File: config.mk
export PLATFORM = sky130hd
export DESIGN_NAME = scurve_sweep_ctrl
export DESIGN_NICKNAME = d
export VERILOG_FILES = /design/src/rtl/scurve_sweep_ctrl.sv
export SDC_FILE = /design/constraint.sdc
export NUM_CORES = 1
export LEC_CHECK = 0
export BUFFER_PORTS_ARGS = -buffer_cell sky130_fd_sc_hd__buf_2
export CAP_MARGIN = 20
export CORE_MARGIN = 1
export CORE_UTILIZATION = 55
export DETAILED_ROUTE_END_ITERATION = 8
export GPL_TIMING_DRIVEN = 0
export PLACE_DENSITY = 0.81
export SLEW_MARGIN = 20
export SYNTH_ARGS = -nofsm -noshare
export SYNTH_HDL_FRONTEND = slang
export SYNTH_SLANG_ARGS = --single-unit
export TNS_END_PERCENT = 100
File: constraint.sdc
create_clock -name Clk -period 4.3 [get_ports Clk]
set_input_delay 0.645 -clock Clk [delete_from_list [all_inputs] [get_ports Clk]]
set_output_delay 0.645 -clock Clk [all_outputs]
set_load 0.05 [all_outputs]
File: src/rtl/scurve_sweep_ctrl.sv
// ---------------------------------------------------------------------------
// scurve_sweep_ctrl
//   Sequencer that steps the single-channel S-curve test engine through a
//   full threshold sweep. The outer loop is the DAC code and the inner loop is
//   the channel. For every point it requests a slow-control reload, runs the
//   engine and forwards the engine data words to the readout FIFO.
//
//   Optional build macro: SCURVE_POINT_HEADER_EN
//     When defined, a header word {chn[5:0], dac[9:0]} is written to the FIFO
//     once per point, between the config handshake and the engine run.
//
// Ports
//   Clk, reset           clock, asynchronous active-high reset
//   Sweep_Start/Stop     start pulse (accepted in IDLE) / abort request
//   Start_DAC, End_DAC   inclusive threshold range, DAC_Step (0 acts as 1)
//   Single_Chn_Mode/Chn  restrict the inner loop to one channel
//   Config_Req/Chn/DAC   slow-control load request, Config_Done ack
//   Test_Start           run level to engine, One_Channel_Done from engine
//   Test_Data(_wr_en)    engine data words
//   Fifo_Data/_wr_en     readout FIFO write port, Fifo_Full status
//   Busy, Sweep_Done     status, one-cycle end-of-sweep pulse
//   Sweep_Error          bit0 config timeout, bit1 FIFO overflow (sticky)
// ---------------------------------------------------------------------------
module scurve_sweep_ctrl #(
  parameter int CHN_MAX     = 63,
  parameter int CFG_TIMEOUT = 50000
) (
  input  logic        Clk,
  input  logic        reset,
  input  logic        Sweep_Start,
  input  logic        Sweep_Stop,
  input  logic [9:0]  Start_DAC,
  input  logic [9:0]  End_DAC,
  input  logic [9:0]  DAC_Step,
  input  logic        Single_Chn_Mode,
  input  logic [5:0]  Single_Chn,
  output logic        Config_Req,
  output logic [5:0]  Config_Chn,
  output logic [9:0]  Config_DAC,
  input  logic        Config_Done,
  output logic        Test_Start,
  input  logic        One_Channel_Done,
  input  logic [15:0] Test_Data,
  input  logic        Test_Data_wr_en,
  output logic [15:0] Fifo_Data,
  output logic        Fifo_wr_en,
  input  logic        Fifo_Full,
  output logic        Busy,
  output logic        Sweep_Done,
  output logic [1:0]  Sweep_Error
);

  localparam int TW = $clog2(CFG_TIMEOUT + 1);
  localparam logic [TW-1:0] TMO_LAST = TW'(CFG_TIMEOUT - 1);
  localparam logic [5:0]    CHN_LAST = 6'(CHN_MAX);

  localparam logic [2:0] S_IDLE = 3'd0;
  localparam logic [2:0] S_CFG  = 3'd1;
`ifdef SCURVE_POINT_HEADER_EN
  localparam logic [2:0] S_HDR  = 3'd2;
`endif
  localparam logic [2:0] S_RUN  = 3'd3;
  localparam logic [2:0] S_WAIT = 3'd4;
  localparam logic [2:0] S_NEXT = 3'd5;
  localparam logic [2:0] S_FIN  = 3'd6;

  logic [2:0]    state_q, state_d;
  logic [5:0]    chn_q, chn_d;
  logic [9:0]    dac_q, dac_d;
  logic          req_q, req_d;
  logic          ts_q, ts_d;
  logic [TW-1:0] tmo_q, tmo_d;
  logic [1:0]    err_q, err_d;
  logic          mode_q, mode_d;
  logic [5:0]    schn_q, schn_d;
  logic [9:0]    end_q, end_d;
  logic [9:0]    step_q, step_d;
  logic [15:0]   fd_q, fd_d;
  logic          fw_q, fw_d;

  logic          wrap;
  logic [10:0]   sum;

  // Channel loop wraps after the last channel, or after every point when only
  // one channel is tested. The DAC sum keeps a carry bit so a wrap past 1023
  // ends the sweep instead of restarting at a low code.
  assign wrap = mode_q || (chn_q == CHN_LAST);
  assign sum  = {1'b0, dac_q} + {1'b0, step_q};

  always_comb begin
    state_d = state_q;
    chn_d   = chn_q;
    dac_d   = dac_q;
    req_d   = req_q;
    ts_d    = ts_q;
    tmo_d   = tmo_q;
    err_d   = err_q;
    mode_d  = mode_q;
    schn_d  = schn_q;
    end_d   = end_q;
    step_d  = step_q;
    fd_d    = Test_Data;
    fw_d    = Test_Data_wr_en;

    // Overflow is judged on the write actually presented to the FIFO.
    if (fw_q && Fifo_Full) err_d[1] = 1'b1;

    case (state_q)
      S_IDLE: begin
        if (Sweep_Start) begin
          state_d = S_CFG;
          dac_d   = Start_DAC;
          chn_d   = Single_Chn_Mode ? Single_Chn : 6'd0;
          mode_d  = Single_Chn_Mode;
          schn_d  = Single_Chn;
          end_d   = End_DAC;
          step_d  = (DAC_Step == 10'd0) ? 10'd1 : DAC_Step;
          err_d   = 2'b00;
          req_d   = 1'b1;
          tmo_d   = '0;
        end
      end
      S_CFG: begin
        // Ack beats a timeout expiring in the same cycle.
        if (Config_Done) begin
          req_d = 1'b0;
`ifdef SCURVE_POINT_HEADER_EN
          state_d = S_HDR;
`else
          state_d = S_RUN;
`endif
        end else if (tmo_q == TMO_LAST) begin
          req_d    = 1'b0;
          err_d[0] = 1'b1;
          state_d  = S_FIN;
        end else begin
          tmo_d = tmo_q + TW'(1);
        end
      end
`ifdef SCURVE_POINT_HEADER_EN
      S_HDR: begin
        // Engine is idle here, so the header cannot collide with its data.
        fw_d    = 1'b1;
        fd_d    = {chn_q, dac_q};
        state_d = S_RUN;
      end
`endif
      S_RUN: begin
        ts_d    = 1'b1;
        state_d = S_WAIT;
      end
      S_WAIT: begin
        if (One_Channel_Done) begin
          ts_d    = 1'b0;
          state_d = S_NEXT;
        end
      end
      S_NEXT: begin
        // Test_Start has been low for this whole cycle before any restart.
        if (!wrap) begin
          chn_d   = chn_q + 6'd1;
          state_d = S_CFG;
          req_d   = 1'b1;
          tmo_d   = '0;
        end else begin
          chn_d = mode_q ? schn_q : 6'd0;
          if (sum[10] || (sum[9:0] > end_q)) begin
            state_d = S_FIN;
          end else begin
            dac_d   = sum[9:0];
            state_d = S_CFG;
            req_d   = 1'b1;
            tmo_d   = '0;
          end
        end
      end
      S_FIN: begin
        state_d = S_IDLE;
      end
      default: begin
        state_d = S_IDLE;
      end
    endcase

    // Abort overrides everything, including a concurrent channel-done.
    if (Sweep_Stop && (state_q != S_IDLE) && (state_q != S_FIN)) begin
      req_d   = 1'b0;
      ts_d    = 1'b0;
      state_d = S_FIN;
    end
  end

  always_ff @(posedge Clk or posedge reset) begin
    if (reset) begin
      state_q <= S_IDLE;
      chn_q   <= '0;
      dac_q   <= '0;
      req_q   <= 1'b0;
      ts_q    <= 1'b0;
      tmo_q   <= '0;
      err_q   <= '0;
      mode_q  <= 1'b0;
      schn_q  <= '0;
      end_q   <= '0;
      step_q  <= '0;
      fd_q    <= '0;
      fw_q    <= 1'b0;
    end else begin
      state_q <= state_d;
      chn_q   <= chn_d;
      dac_q   <= dac_d;
      req_q   <= req_d;
      ts_q    <= ts_d;
      tmo_q   <= tmo_d;
      err_q   <= err_d;
      mode_q  <= mode_d;
      schn_q  <= schn_d;
      end_q   <= end_d;
      step_q  <= step_d;
      fd_q    <= fd_d;
      fw_q    <= fw_d;
    end
  end

  assign Config_Req  = req_q;
  assign Config_Chn  = chn_q;
  assign Config_DAC  = dac_q;
  assign Test_Start  = ts_q;
  assign Fifo_Data   = fd_q;
  assign Fifo_wr_en  = fw_q;
  assign Busy        = (state_q != S_IDLE);
  assign Sweep_Done  = (state_q == S_FIN);
  assign Sweep_Error = err_q;

endmodule

======== Word-level counts from Yosys, hierarchy flattened ========
Cells that the tools add are included.
storage, ports and cells
  register bits after elaboration ......... 83
  bits of input ports ..................... 61
  output and inout port bits .............. 39
cells by class
  add/subtract/negate cells ............... 3
  order comparisons ....................... 1
  eq/ne operators ......................... 19
  muxes and demuxes ....................... 40
  reduce and logical (&&, ||, !) cells .... 21
operators by type and width
  operator                                                         count
  16-bit 2-to-1 mux                                                5
  16-bit case mux with 3 select lines                              1
  10-bit 2-to-1 mux                                                4
  6-bit 2-to-1 mux                                                 4
  3-bit 2-to-1 mux                                                 7
  10-bit case mux with 2 select lines                              1
  16-bit by 1-bit adder with 16-bit output, second input constant  1
  16-bit == test, second input constant                            1
  3-bit case mux with 5 select lines                               1
  1-bit 2-to-1 mux                                                 12
  2-bit != test, second input constant                             6
  3-bit != test, second input constant                             4
  6-bit case mux with 2 select lines                               1
  4-bit AND reduction                                              3
  10-bit by 10-bit adder with 11-bit output                        1
  10-bit greater-than comparator                                   1
  10-bit logical NOT                                               1
  3-bit == test, second input constant                             3
  3-bit nonzero test                                               3
  4-bit != test, second input constant                             2
  6-bit by 1-bit adder with 6-bit output, second input constant    1
  6-bit == test, second input constant                             1
  2-bit AND reduction                                              3
  5-bit AND reduction                                              1
  11 further kinds                                                 16

======== Longest topological paths before layout ========
  depth in word-level cells ............... 7
  gate-level depth with buffers ........... 16

======== Worst setup path after synthesis ========
Ideal clock, no wire load.
  path kind ............................... register to register
  start ................................... register dac_q[0] (netlist: Config_DAC[0])
  end ..................................... register dac_q[0] (netlist: Config_DAC[0])
  arrival ................................. 3718 ps
  path slack .............................. 458 ps
  stages on the path, launching flop included .. 14
  path buffers ............................ 0
  period minus slack after synthesis ...... 3842 ps
  cell sequence ........................... dfrtp_1 -> ha_1 -> inv_1 -> fa_1 -> nand2b_1 -> a21oi_1 -> o21ai_0 -> xnor2_1 -> ha_1 -> nand4_1 -> nor4_1 -> o21ai_2 -> o31ai_4 -> mux2_2
on the way
  word-level cells in the longest chain between the ends .. 5
  elaborated cells between the ends (all ways) .. 8
ends and longest elaborated chain
  what                                           line  RTL
  start: declaration                             69    logic [9:0] dac_q, dac_d;
  start signal: assignment                       197   dac_q <= '0;
  start signal: assignment                       211   dac_q <= dac_d;
  10-bit by 10-bit adder with 11-bit output (*)  88    assign sum = {1'b0, dac_q} + {1'b0, step_q};
  10-bit greater-than comparator                 167   if (sum[10] || (sum[9:0] > end_q)) begin
  1-bit logical OR                               167
  2-bit != test (no line)                        --
  4-bit AND reduction (no line)                  --
Mark *: on every way between the ends. The rest lies on a longest branch, timed or not. The select of a mux whose other input is x is not followed.
A chain may end at the register's enable or synchronous reset.

======== Worst setup path after layout ========
  start ................................... register dac_q[0] (netlist: Config_DAC[0])
  end ..................................... register dac_q[7] (netlist: Config_DAC[7])
The elaborated chain is that of the path after synthesis.

==> flow_summary_export.csv <==
group,metric,value,unit
die,start_util,0.574,
power_and_ir_drop,clkPwrFrac,0.129,
timing,fin_crit_sh,0.962,
logic_synthesis,synth_commonest_cells,"nand2_1 (94), dfrtp_1 (83), nor2_1 (42)",
die,fp.dieH,92.2,um
timing,setup_violations,0,
timing,maxSlewViolCount,0,
logic_synthesis,yosysWarnings,0,
timing,maxSlewHeadroom,0.342,
timing,max_freq,0.242,GHz
place,portBuffers,98,
cts,cts_inserted_buffers,9,
logic_synthesis,ys_seq_elements,83,
routing,drt.antenna.violating_nets,0,
routing,routed_via_density,5.74,
die,die-area,0.00851,mm^2
logic_synthesis,synthTopCellsByArea,"dfrtp_1 (46%), nand2_1 (7.9%), ha_1 (6.1%)",
critical_path,slowest_delay,0.41,ns
min_path,hp-class,"in2async",
power_and_ir_drop,combPwrFrac,0.601,
cells_and_area,multiInputGateArea,0.00223,mm^2
critical_path,worstSetupEndpointType,"flip-flop",
cells_and_area,regArea,0.00208,mm^2
timing,setup_tns,0,ns
cts,htreeDepth,3,
cells_and_area,layout-drive-gt1-share,0.226,
logic_synthesis,synth_most_common_cell,"nand2_1",
cts,clk_latency,0.37,ns
power_and_ir_drop,switchingPower,2.27,mW
critical_path,crit_path_top_delay_cell,"fa_1",
logic_synthesis,syn_nets,577,
grt,gr-total-overflow,0,
die,row_count,32,
place,placed_area,0.00513,mm^2
grt,grt_pass1_vias,3984,
power_and_ir_drop,intPower,2.26,mW
grt,globalRouteTotalUtil,0.281,
cells_and_area,post-route-util,0.688,
logic_synthesis,async_flop_share,1.00,
routing,drc_errors,0,
critical_path,critPathKind,"reg2reg",
routing,drt_iter0_markers,320,
critical_path,path_cells,"ha_1 > inv_1 > fa_1 > nand2b_1 > a21oi_1 > o21ai_0 > xnor2_1 > ha_1 > o21ai_0 > o21ai_0 > a211oi_1 > o21ai_2 > o31ai_4 > buf_12 > mux2_2",
die,io-pin-count,100,
die,coreArea,0.00781,mm^2
outcome,status,"finished, final reports clean",
grt,grt_first_pass_wirelength,18700,um
cts,root_buffer,"clkbuf_8",
routing,avgRoutedWirePerCell,15.9,um
logic_synthesis,synth.cell_area,0.00448,mm^2
cts,clock_sinks,83,
cells_and_area,fillers,630,
logic_synthesis,ys_seq_area_frac,0.464,
die,die_width,92.2,um
cells_and_area,areaGrowthSynthToFinish,19.8,%
cts,ctsHoldBuffers,0,
power_and_ir_drop,power_frac_seq,0.270,
power_and_ir_drop,leakagePower,2.56,nW
timing,post-route-min-period,4.13,ns
routing,vias,4090,
grt,antenna_found_initial,0,
power_and_ir_drop,switching_share,0.501,
logic_synthesis,yosys.area.top_type,"dfrtp_1",
logic_synthesis,synth-edff-count,0,
logic_synthesis,syn_inst,493,
timing,worst_pin_slew,0.983,ns
power_and_ir_drop,p_per_area,843,mW/mm^2
logic_synthesis,ys_types,52,
power_and_ir_drop,ir_worst_vdd,379,uV
timing,finClkSkew,0.0184,ns
cts,cts.path.max_buffers,2,
cts,clk_pin_slew,0.08,ns
logic_synthesis,synth.top_cell.area_share,0.464,
routing,drt-pass1-iter-count,6,
critical_path,crit_required,4.55,ns
routing,finalWirelength,11300,um
timing,hold_viol,0,
critical_path,crit_fanout,9,
logic_synthesis,syn_avg_cell_area,9.09,um^2
flow_run,maxCapViolCount,0,
place,gp_congestion,0.893,
cells_and_area,finalNetCount,689,
cells_and_area,fin_area,0.00537,mm^2
critical_path,crit_top_cell,"o21ai_0",
place,dp_hpwl,8140,um
cells_and_area,antenna_cells,0,
logic_synthesis,synthFlopType,"dfrtp_1",
timing,rsz0062_at_grt,"no",
place,place_ws,0.0921,ns
cts,cts_tree,"built",
grt,grt_start_max_net_pins,59,
critical_path,crit_arrival,4.38,ns
critical_path,critPathLaunchType,"flip-flop",
timing,setup_slack,0.165,ns
==> worst max-delay path, delay by kind of cell, from the launching register on <==
family	cells	cell delay [ns]
AO/OA/AOI/OAI	7	1.59
XOR/XNOR	1	0.33
adder cells (fa/ha/maj)	3	0.91
buffers and inverters	2	0.23
flip-flops	1	0.40
multiplexers	1	0.34
AND/OR/NAND/NOR	1	0.21
==> cell type report <==
type	instances	area share
inverters	28	0.0200
clock buffers	11	0.0263
multi-input cells	363	0.416
repair buffers	101	0.102
clock inverters	5	0.0112
flip-flops and latches	83	0.387
plain buffers	19	0.0145
well taps	102	0.0238
==> flip-flops by register name, summed over array words and instances, names as in the netlist <==
name         cells
Config_DAC      10
Config_Chn       6
Config_Req       1
end_q           10
Sweep_Error      2
Fifo_wr_en       1
tmo_q           16
Test_Start       1
state_q          3
schn_q           6
mode_q           1
Fifo_Data       16
step_q          10
==> power by group through the flow <==
| stage | combinational [mW] | clock, mW | sequential, mW |
|---|---|---|---|
| floorplan | 1.67 | 0 | 1.52 |
| global placement | 2.49 | 0 | 1.22 |
| detailed placement | 2.60 | 0 | 1.23 |
| CTS | 2.61 | 0.592 | 1.22 |
| global route | 2.98 | 0.621 | 1.25 |
| finish | 2.72 | 0.586 | 1.22 |
==> final timing paths <==
kind                       depth (start not counted)           from            end  slack (ns)
setup / recovery                                  15  Config_DAC[0]  Config_DAC[7]        0.17
hold / removal                                     2          reset   Fifo_Data[3]        0.25
setup reg to reg                                  15  Config_DAC[0]  Config_DAC[7]        0.17
hold reg to reg                                    2      step_q[5]      step_q[5]        0.49
max in group asynchronous                          3          reset       tmo_q[6]        3.46
min in group Clk                                   1   Test_Data[7]   Fifo_Data[7]        0.38
==> layout by cell type (no fill, tap or decap), types with 3 or more instances in the layout <==
master	netlist	layout
nor4_1	3	3
ha_1	22	22
a21oi_1	26	26
o21a_1	3	3
nand2b_1	5	5
nand2_1	94	94
a41oi_1	7	7
o211ai_1	4	4
xor2_1	3	3
a31oi_1	11	11
clkbuf_1	13	14
clkbuf_8	0	10
buf_2	2	100
and3_1	9	9
nor2_1	42	42
xnor2_1	10	10
a211oi_1	10	10
nor3_1	13	13
inv_1	28	27
o21ai_0	26	26
mux2i_1	7	7
dfrtp_1	83	83
nand4_1	6	6
buf_1	3	3
nand3_1	15	15
mux2_2	11	11
==> per-stage QoR <==
stage	hold WS [ns]	total power, mW	cells
after detailed placement	0.469	3.83	694
after CTS	0.254	4.42	710
final	0.253	4.53	712
after global placement	0.461	3.71	693
after floorplan	0.445	3.19	493
after global routing	0.268	4.86	712
==> logic make-up after synthesis <==
kind of cell	Yosys count	share of synthesized area
and+or+nand+nor	200	0.201
muxes	18	0.0433
adders and majority gates	23	0.0659
AOI/OAI and AO/OA	109	0.160
buffers and inverters	47	0.0408
xor gates and xnor gates	13	0.0254
DFF	83	0.464
==> per-layer routing <==
metal,up-vias,global-route usage,wire length [um]
met5,-,0,0
met4,0,0.0807,167
met3,16,0.0506,691
met2,163,0.470,5460
met1,1949,0.375,5010
li1,1962,-,-
==> repair_timing <==
action / 4_1_cts / 5_1_grt
endpoints found under the setup margin: 0 / 20
buffers inserted: 0 / 2
gates resized for setup: 0 / 2
Note: power is estimated with default switching activity, not from simulation.
